**src/rtl/cpu_v2_pkg.sv**
```systemverilog
// cpu_v2_pkg: shared definitions for the cpu_v2 multi-cycle core.
//   - opcode_e : instruction opcodes (anything not listed decodes as NOP)
//   - state_e  : control FSM states
//   - instruction field positions/widths and the PC increment
package cpu_v2_pkg;

    typedef enum logic [3:0] {
        OP_ADD  = 4'h0,
        OP_ADDI = 4'h1,
        OP_SUB  = 4'h2,
        OP_STR  = 4'h3,
        OP_HALT = 4'hF
    } opcode_e;

    typedef enum logic [2:0] {
        S_IDLE,
        S_FETCH,
        S_DECODE,
        S_EXECUTE,
        S_MEMORY,
        S_WRITEBACK,
        S_HALTED
    } state_e;

    // Instruction word layout: op[31:28] rd[27:24] rs1[23:20] rs2[19:16] imm[15:0]
    localparam int OP_LSB  = 28;
    localparam int RD_LSB  = 24;
    localparam int RS1_LSB = 20;
    localparam int RS2_LSB = 16;
    localparam int IMM_LSB = 0;
    localparam int FIELD_W = 4;
    localparam int IMM_W   = 16;

    localparam int PC_INC  = 4;

endpackage

```
**src/rtl/cpu_v2_regfile.sv**
```systemverilog
// cpu_v2_regfile: REG_COUNT x DATA_WIDTH register file.
//   clk, reset (async, active-low; clears every entry)
//   rs1_addr/rs1_data, rs2_addr/rs2_data : two combinational read ports
//   wr_en, wr_addr, wr_data              : one synchronous write port
// r0 always reads as zero and is never written.
module cpu_v2_regfile
    import cpu_v2_pkg::*;
#(
    parameter int DATA_WIDTH = 32,
    parameter int REG_COUNT  = 16
) (
    input  logic                  clk,
    input  logic                  reset,
    input  logic [FIELD_W-1:0]    rs1_addr,
    output logic [DATA_WIDTH-1:0] rs1_data,
    input  logic [FIELD_W-1:0]    rs2_addr,
    output logic [DATA_WIDTH-1:0] rs2_data,
    input  logic                  wr_en,
    input  logic [FIELD_W-1:0]    wr_addr,
    input  logic [DATA_WIDTH-1:0] wr_data
);

    logic [DATA_WIDTH-1:0] regs [REG_COUNT];

    always_ff @(posedge clk or negedge reset) begin
        if (!reset) begin
            for (int i = 0; i < REG_COUNT; i++) begin
                regs[i] <= '0;
            end
        end else if (wr_en && (wr_addr != '0)) begin
            regs[wr_addr] <= wr_data;
        end
    end

    assign rs1_data = (rs1_addr == '0) ? '0 : regs[rs1_addr];
    assign rs2_data = (rs2_addr == '0) ? '0 : regs[rs2_addr];

endmodule

```
**src/rtl/cpu_v2.sv**
```systemverilog
// cpu_v2: multi-cycle core executing ADD, ADDI, SUB, STR and HALT.
//   clk, reset (async, active-low)
//   start/start_pc     : launch execution from IDLE or HALTED
//   imem_req/addr/ack/rdata : instruction fetch handshake (addr = PC)
//   dmem_req/addr/wdata/ack : store handshake
//   pc, busy, halted   : bring-up status
//   retired            : instruction retire counter, present only when
//                        CPU_V2_RETIRE_CNT_EN is defined
module cpu_v2
    import cpu_v2_pkg::*;
#(
    parameter int DATA_WIDTH = 32,
    parameter int ADDR_WIDTH = 32,
    parameter int REG_COUNT  = 16
) (
    input  logic                  clk,
    input  logic                  reset,
    input  logic                  start,
    input  logic [ADDR_WIDTH-1:0] start_pc,
    output logic                  imem_req,
    output logic [ADDR_WIDTH-1:0] imem_addr,
    input  logic                  imem_ack,
    input  logic [31:0]           imem_rdata,
    output logic                  dmem_req,
    output logic [ADDR_WIDTH-1:0] dmem_addr,
    output logic [DATA_WIDTH-1:0] dmem_wdata,
    input  logic                  dmem_ack,
    output logic [ADDR_WIDTH-1:0] pc,
    output logic                  busy,
    output logic                  halted
`ifdef CPU_V2_RETIRE_CNT_EN
    ,
    output logic [31:0]           retired
`endif
);

    state_e                state;
    logic [31:0]           instr;
    logic [DATA_WIDTH-1:0] op_a;
    logic [DATA_WIDTH-1:0] op_b;
    logic [DATA_WIDTH-1:0] result;

    logic [FIELD_W-1:0]    f_op;
    logic [FIELD_W-1:0]    f_rd;
    logic [FIELD_W-1:0]    f_rs1;
    logic [FIELD_W-1:0]    f_rs2;
    logic signed [IMM_W-1:0] f_imm;
    logic [DATA_WIDTH-1:0] imm_ext;
    logic [DATA_WIDTH-1:0] rs1_data;
    logic [DATA_WIDTH-1:0] rs2_data;
    logic [DATA_WIDTH-1:0] alu_out;
    logic [DATA_WIDTH-1:0] addr_sum;
    logic                  is_nop;
    logic                  start_ok;

    assign f_op    = instr[OP_LSB  +: FIELD_W];
    assign f_rd    = instr[RD_LSB  +: FIELD_W];
    assign f_rs1   = instr[RS1_LSB +: FIELD_W];
    assign f_rs2   = instr[RS2_LSB +: FIELD_W];
    assign f_imm   = signed'(instr[IMM_LSB +: IMM_W]);
    // Size cast of a signed value sign-extends.
    assign imm_ext = DATA_WIDTH'(f_imm);

    assign is_nop  = !(f_op inside {OP_ADD, OP_ADDI, OP_SUB, OP_STR, OP_HALT});
    assign start_ok = start && ((state == S_IDLE) || (state == S_HALTED));

    assign imem_addr = pc;
    assign busy      = (state != S_IDLE) && (state != S_HALTED);
    assign halted    = (state == S_HALTED);

    cpu_v2_regfile #(
        .DATA_WIDTH (DATA_WIDTH),
        .REG_COUNT  (REG_COUNT)
    ) u_regfile (
        .clk      (clk),
        .reset    (reset),
        .rs1_addr (f_rs1),
        .rs1_data (rs1_data),
        .rs2_addr (f_rs2),
        .rs2_data (rs2_data),
        .wr_en    (state == S_WRITEBACK),
        .wr_addr  (f_rd),
        .wr_data  (result)
    );

    always_comb begin
        alu_out = op_a + op_b;
        case (f_op)
            OP_ADDI: alu_out = op_a + imm_ext;
            OP_SUB:  alu_out = op_a - op_b;
            default: alu_out = op_a + op_b;
        endcase
    end

    assign addr_sum = op_a + imm_ext;

    always_ff @(posedge clk or negedge reset) begin
        if (!reset) begin
            state      <= S_IDLE;
            pc         <= '0;
            instr      <= '0;
            op_a       <= '0;
            op_b       <= '0;
            result     <= '0;
            imem_req   <= 1'b0;
            dmem_req   <= 1'b0;
            dmem_addr  <= '0;
            dmem_wdata <= '0;
        end else begin
            case (state)
                S_IDLE, S_HALTED: begin
                    if (start) begin
                        pc       <= start_pc;
                        imem_req <= 1'b1;
                        state    <= S_FETCH;
                    end
                end
                S_FETCH: begin
                    // req is already high here, so ack is never taken while req is low.
                    if (imem_ack) begin
                        instr    <= imem_rdata;
                        imem_req <= 1'b0;
                        state    <= S_DECODE;
                    end
                end
                S_DECODE: begin
                    op_a  <= rs1_data;
                    op_b  <= rs2_data;
                    state <= S_EXECUTE;
                end
                S_EXECUTE: begin
                    if (f_op == OP_HALT) begin
                        state <= S_HALTED;
                    end else begin
                        pc <= pc + ADDR_WIDTH'(PC_INC);
                        if (f_op == OP_STR) begin
                            dmem_addr  <= ADDR_WIDTH'(addr_sum);
                            dmem_wdata <= op_b;
                            dmem_req   <= 1'b1;
                            state      <= S_MEMORY;
                        end else if (is_nop) begin
                            imem_req <= 1'b1;
                            state    <= S_FETCH;
                        end else begin
                            result <= alu_out;
                            state  <= S_WRITEBACK;
                        end
                    end
                end
                S_MEMORY: begin
                    if (dmem_ack) begin
                        dmem_req <= 1'b0;
                        imem_req <= 1'b1;
                        state    <= S_FETCH;
                    end
                end
                S_WRITEBACK: begin
                    imem_req <= 1'b1;
                    state    <= S_FETCH;
                end
                default: begin
                    state <= S_IDLE;
                end
            endcase
        end
    end

`ifdef CPU_V2_RETIRE_CNT_EN
    always_ff @(posedge clk or negedge reset) begin
        if (!reset) begin
            retired <= '0;
        end else if (start_ok) begin
            retired <= '0;
        end else if ((state == S_WRITEBACK) ||
                     ((state == S_MEMORY) && dmem_ack) ||
                     ((state == S_EXECUTE) && is_nop)) begin
            retired <= retired + 32'd1;
        end
    end
`endif

endmodule

```
**config.mk**
```make
export PLATFORM = sky130hd
export DESIGN_NAME = cpu_v2
export DESIGN_NICKNAME = d
export VERILOG_FILES = /design/src/rtl/cpu_v2_pkg.sv /design/src/rtl/cpu_v2_regfile.sv /design/src/rtl/cpu_v2.sv
export SDC_FILE = /design/constraint.sdc
export NUM_CORES = 2
export LEC_CHECK = 0
export ABC_AREA = 1
export BUFFER_PORTS_ARGS = -buffer_cell sky130_fd_sc_hd__buf_2
export CORE_MARGIN = 10
export CORE_UTILIZATION = 65
export DETAILED_ROUTE_END_ITERATION = 16
export PLACE_DENSITY = 0.84
export SLEW_MARGIN = 25
export SYNTH_ARGS = -nofsm -noshare
export SYNTH_HDL_FRONTEND = slang
export SYNTH_SLANG_ARGS = --single-unit
```
**constraint.sdc**
```tcl
create_clock -name clk -period 4.6 [get_ports clk]
set_input_delay 0.46 -clock clk [delete_from_list [all_inputs] [get_ports clk]]
set_output_delay 0.46 -clock clk [all_outputs]
set_load 0.03 [all_outputs]
```
==> impl_results.md <==
* Max capacitance violation total at 0
* Slowest cell on the critical path: dfrtp_1
* Clk_lat worst skew at 0.65 ns
* First-pass GRT wire length at 225.5 mm
* Post-CTS setup buffer count at 0
* Syn_area_per_cell at 7.189 um2
* Max clock buf depth at 3
* Largest net degree at the start of global routing at 255
* Setup TNS at 0 ns
* Crit path largest cell delay at 0.38 ns
* Hold WS at 0.01829 ns
* Fillcell total at 5356
* Max-slew violations at 0
* Post-route ant nets at 0
* I/O pin total at 201
* Synth Area in XOR/XNOR at 1.269%
* Total track usage at 36.98%
* Initial antenna violation count at 7
* Top FF cell, synth: dfrtp_1
* Endpoint arrival time on the critical path at 4.18 ns
* Ranking of synthesized cells by area: dfrtp_1 43%, nand2_1 14%, o21ai_0 13%, inv_1 4.9%, nand3_1 4.0%
* Compound-Gate Fraction of Synth Area at 21.43%
* Clock network fraction of total power at 18.6%
* Combinational Power Share at 51.4%
* Mapped Area at 42790 um2
* Drt drc at 0
* Peak supply drop at 0.9596 mV
* Total grt overflow at 0
* Worst Tran Pin Value at 1.423 ns
* Die H at 276.6 um
* Switching share of power at 50.44%
* CP endpoint kind: flip-flop
* Simple-Gate Fraction of Synth Area at 22.24%
* Most instantiated library cell after synthesis: nand2_1
* Yosys top cell by area: dfrtp_1
* Detailed Place HPWL at 93.36 mm
* WP data required at 5.09 ns
* DRT Pass-1 Iters at 7
* DIE AREA at 76490 um2
* Reg power frac at 29.9%
* Post-synth top cells: 1544 x nand2_1, 1083 x o21ai_0, 741 x dfrtp_1, 554 x inv_1, 348 x nor2_1
* Routability cong. at 0.9930
* Antenna fix cells at 0
* Final hold violation count at 0
* Leak Pwr at 22.20 nW
* RSZ-0062 raised after global routing: no
* Layout cells sized above 1 at 7.880%
* DIE WIDTH at 276.6 um
* Fraction of synthesized area in multiplexers at 0.1316%
* CTS clock-pin slew for the worst setup and hold paths at 0.06 ns
* Largest family of logic cells by synthesized area: simple AND/OR/NAND/NOR gates
* H-tree depth at 3
* Ys async rst share at 100.0%
* Initial DRC count at 6343
* Via-to-Cell Ratio at 6.233
* Hold Crit Class: in2reg
* Share of Yosys cell area claimed by the top area cell type at 43.33%
* # rows at 94
* IO buf count at 200
* Worst-path cell chain: inv_1 > ha_1 > nand3_1 > nor2_1 > inv_1 > nor2_1 > inv_1 > nor2_2 > a31oi_1 > xor2_1 > ha_1 > nand2_1 > nor2_1 > inv_1 > nor2_1 > nand4_1 > nand3_1 > nand2_1 > nand3_1 > nand2_1 > nand2_1 > o21ai_0
* Post-synthesis adder-cell area fraction at 1.965%
* CTS tree: done
* TritonCTS Buffers at 81
* Final period util at 80.32%
* Area grow syn2layout at 8.410%
* Synth Register Bits at 741
* EDFF count, synth at 0
* Max-Slew Margin vs Limit at 5.130%
* Max Clock Freq at 270.7 MHz
* Crit path max fanout at 4
* Int Pwr at 17.81 mW
* Post-Syn Instances at 5952
* Wire length per cell at 21.49 um
* Endpoints failing setup at 0
* Netlist cell types at 49
* Initial core utilization at 65.32%
* Vias at 42250
* Status: finished, final reports clean
* Yosys warns at 0
* Power Density at 774.5 nW/um2
* P_sw at 18.12 mW
* Root Driver: clkbuf_16
* Final Critical Period at 3.695 ns
* Nature of the critical path startpoint: flip-flop
* Crit path kind: reg2reg
* Final Skew at 0.02862 ns
* Seq/Total Area, Yosys at 43.33%
* Clock sinks at 741
* Synth Net Count at 6087
* Vias in the first global route at 39070
* Routed WL at 145.7 mm
* Core area at 65510 um2
* Nets at 5984
-- power groups by stage --
stage               logic (mW)  clock network [mW]  registers (mW)
floorplan                 12.4                   0            10.4
global placement          17.5                   0            10.6
detailed placement        17.8                   0            10.7
CTS                       17.9                6.73            10.6
global route              20.1                6.99            10.9
finish                    18.5                6.70            10.7
-- layout make-up --
class	instances	area, um2	share of cell area (%)
multi-input combinational	4196	20190	43.52
clock inverter	39	402.9	0.8685
clock buffer	109	2325	5.011
inverter	568	2135	4.601
timing repair buffer	261	1694	3.652
sequential	741	18560	40.01
tap	864	1081	2.330
-- flip-flops by register name, summed over array words and instances (netlist names) --
| signal | flops |
|---|---|
| state | 3 |
| op_b | 32 |
| dmem_addr | 32 |
| imem_req | 1 |
| op_a | 32 |
| dmem_wdata | 32 |
| result | 32 |
| imem_addr | 32 |
| instr | 32 |
| dmem_req | 1 |
| u_regfile.regs | 512 |
-- critical path: cells and delay by family, from the launching register on --
family                     cells  cell delay [ns]
and+or+nand+nor               13             1.87
xor gates and xnor gates       1             0.19
buffers and inverters          4             0.34
adders and majority gates      2             0.55
AOI/OAI and AO/OA              2             0.21
DFF                            1             0.38
-- through the flow --
stage / cell area (um2) / utilization [%] / worst slack [ns] / power [mW] / instances
final: 46390 / 70.81 / 0.9052 / 35.93 / 6778
after global routing: 46390 / 70.81 / 0.5823 / 38.08 / 6778
after global placement: 43630 / 66.59 / 1.127 / 28.09 / 6627
after CTS: 46370 / 70.79 / 0.9823 / 35.29 / 6777
after floorplan: 42790 / - / 1.697 / 22.73 / 5952
after detailed placement: 43630 / 66.59 / 0.9985 / 28.50 / 6627
-- path summary, 6_finish.rpt --
kind	start	end	slack (ns)	cells after the start
max	op_b[0]$_DFFE_PN0N_	result[18]$_DFFE_PN0P_	0.91	22
min	imem_rdata[22]	instr[22]$_DFFE_PN0P_	0.02	3
max reg2reg	op_b[0]$_DFFE_PN0N_	result[18]$_DFFE_PN0P_	0.91	22
min reg2reg	u_regfile.regs[494]$_DFFE_PN0P_	u_regfile.regs[494]$_DFFE_PN0P_	0.39	0
max in group asynchronous	reset	u_regfile.regs[53]$_DFFE_PN0P_	2.95	3
min in group asynchronous	reset	dmem_addr[22]$_DFFE_PN0P_	0.45	2
-- cell families (layout without fill, tap and decap cells) --
| group | after synthesis | count (layout) |
|---|---|---|
| AOI/OAI and AO/OA | 1723 | 1723 |
| xor gates and xnor gates | 62 | 62 |
| and+or+nand+nor | 2340 | 2340 |
| DFF | 741 | 741 |
| buffers and inverters | 1015 | 977 |
| adders and majority gates | 66 | 66 |
| muxes | 5 | 5 |
-- per-layer routing --
metal	vias up	share of wire, %	global-route usage (%)
li1	19330	-	-
met2	2578	44	55.91
met4	10	6.1	20.53
met1	19750	37	47.47
met5	-	0.047	0
met3	574	13	10.38
-- cell usage in the layout (no fill, tap or decap), drive strengths merged, types with 4 or more instances in the layout --
cell and instances:
a21oi 302, a22o 24, a31oi 9, buf 259
bufinv 5, clkbuf 109, clkinv 29, clkinvlp 5
dfrtp 741, ha 64, inv 568, mux2 5
nand2 1557, nand3 347, nand3b 5, nand4 26
nor2 354, nor3 29, nor4 7, o211ai 142
o21ai 1220, o21bai 4, o22ai 12, or2 7
xnor2 13, xor2 49
-- repair_timing --
item | CTS | global route
endpoints found under the hold margin | 89 | 0
resized for setup | 0 | 0
hold buffers | 2 | 0
Power figures use the tool's default switching activity.
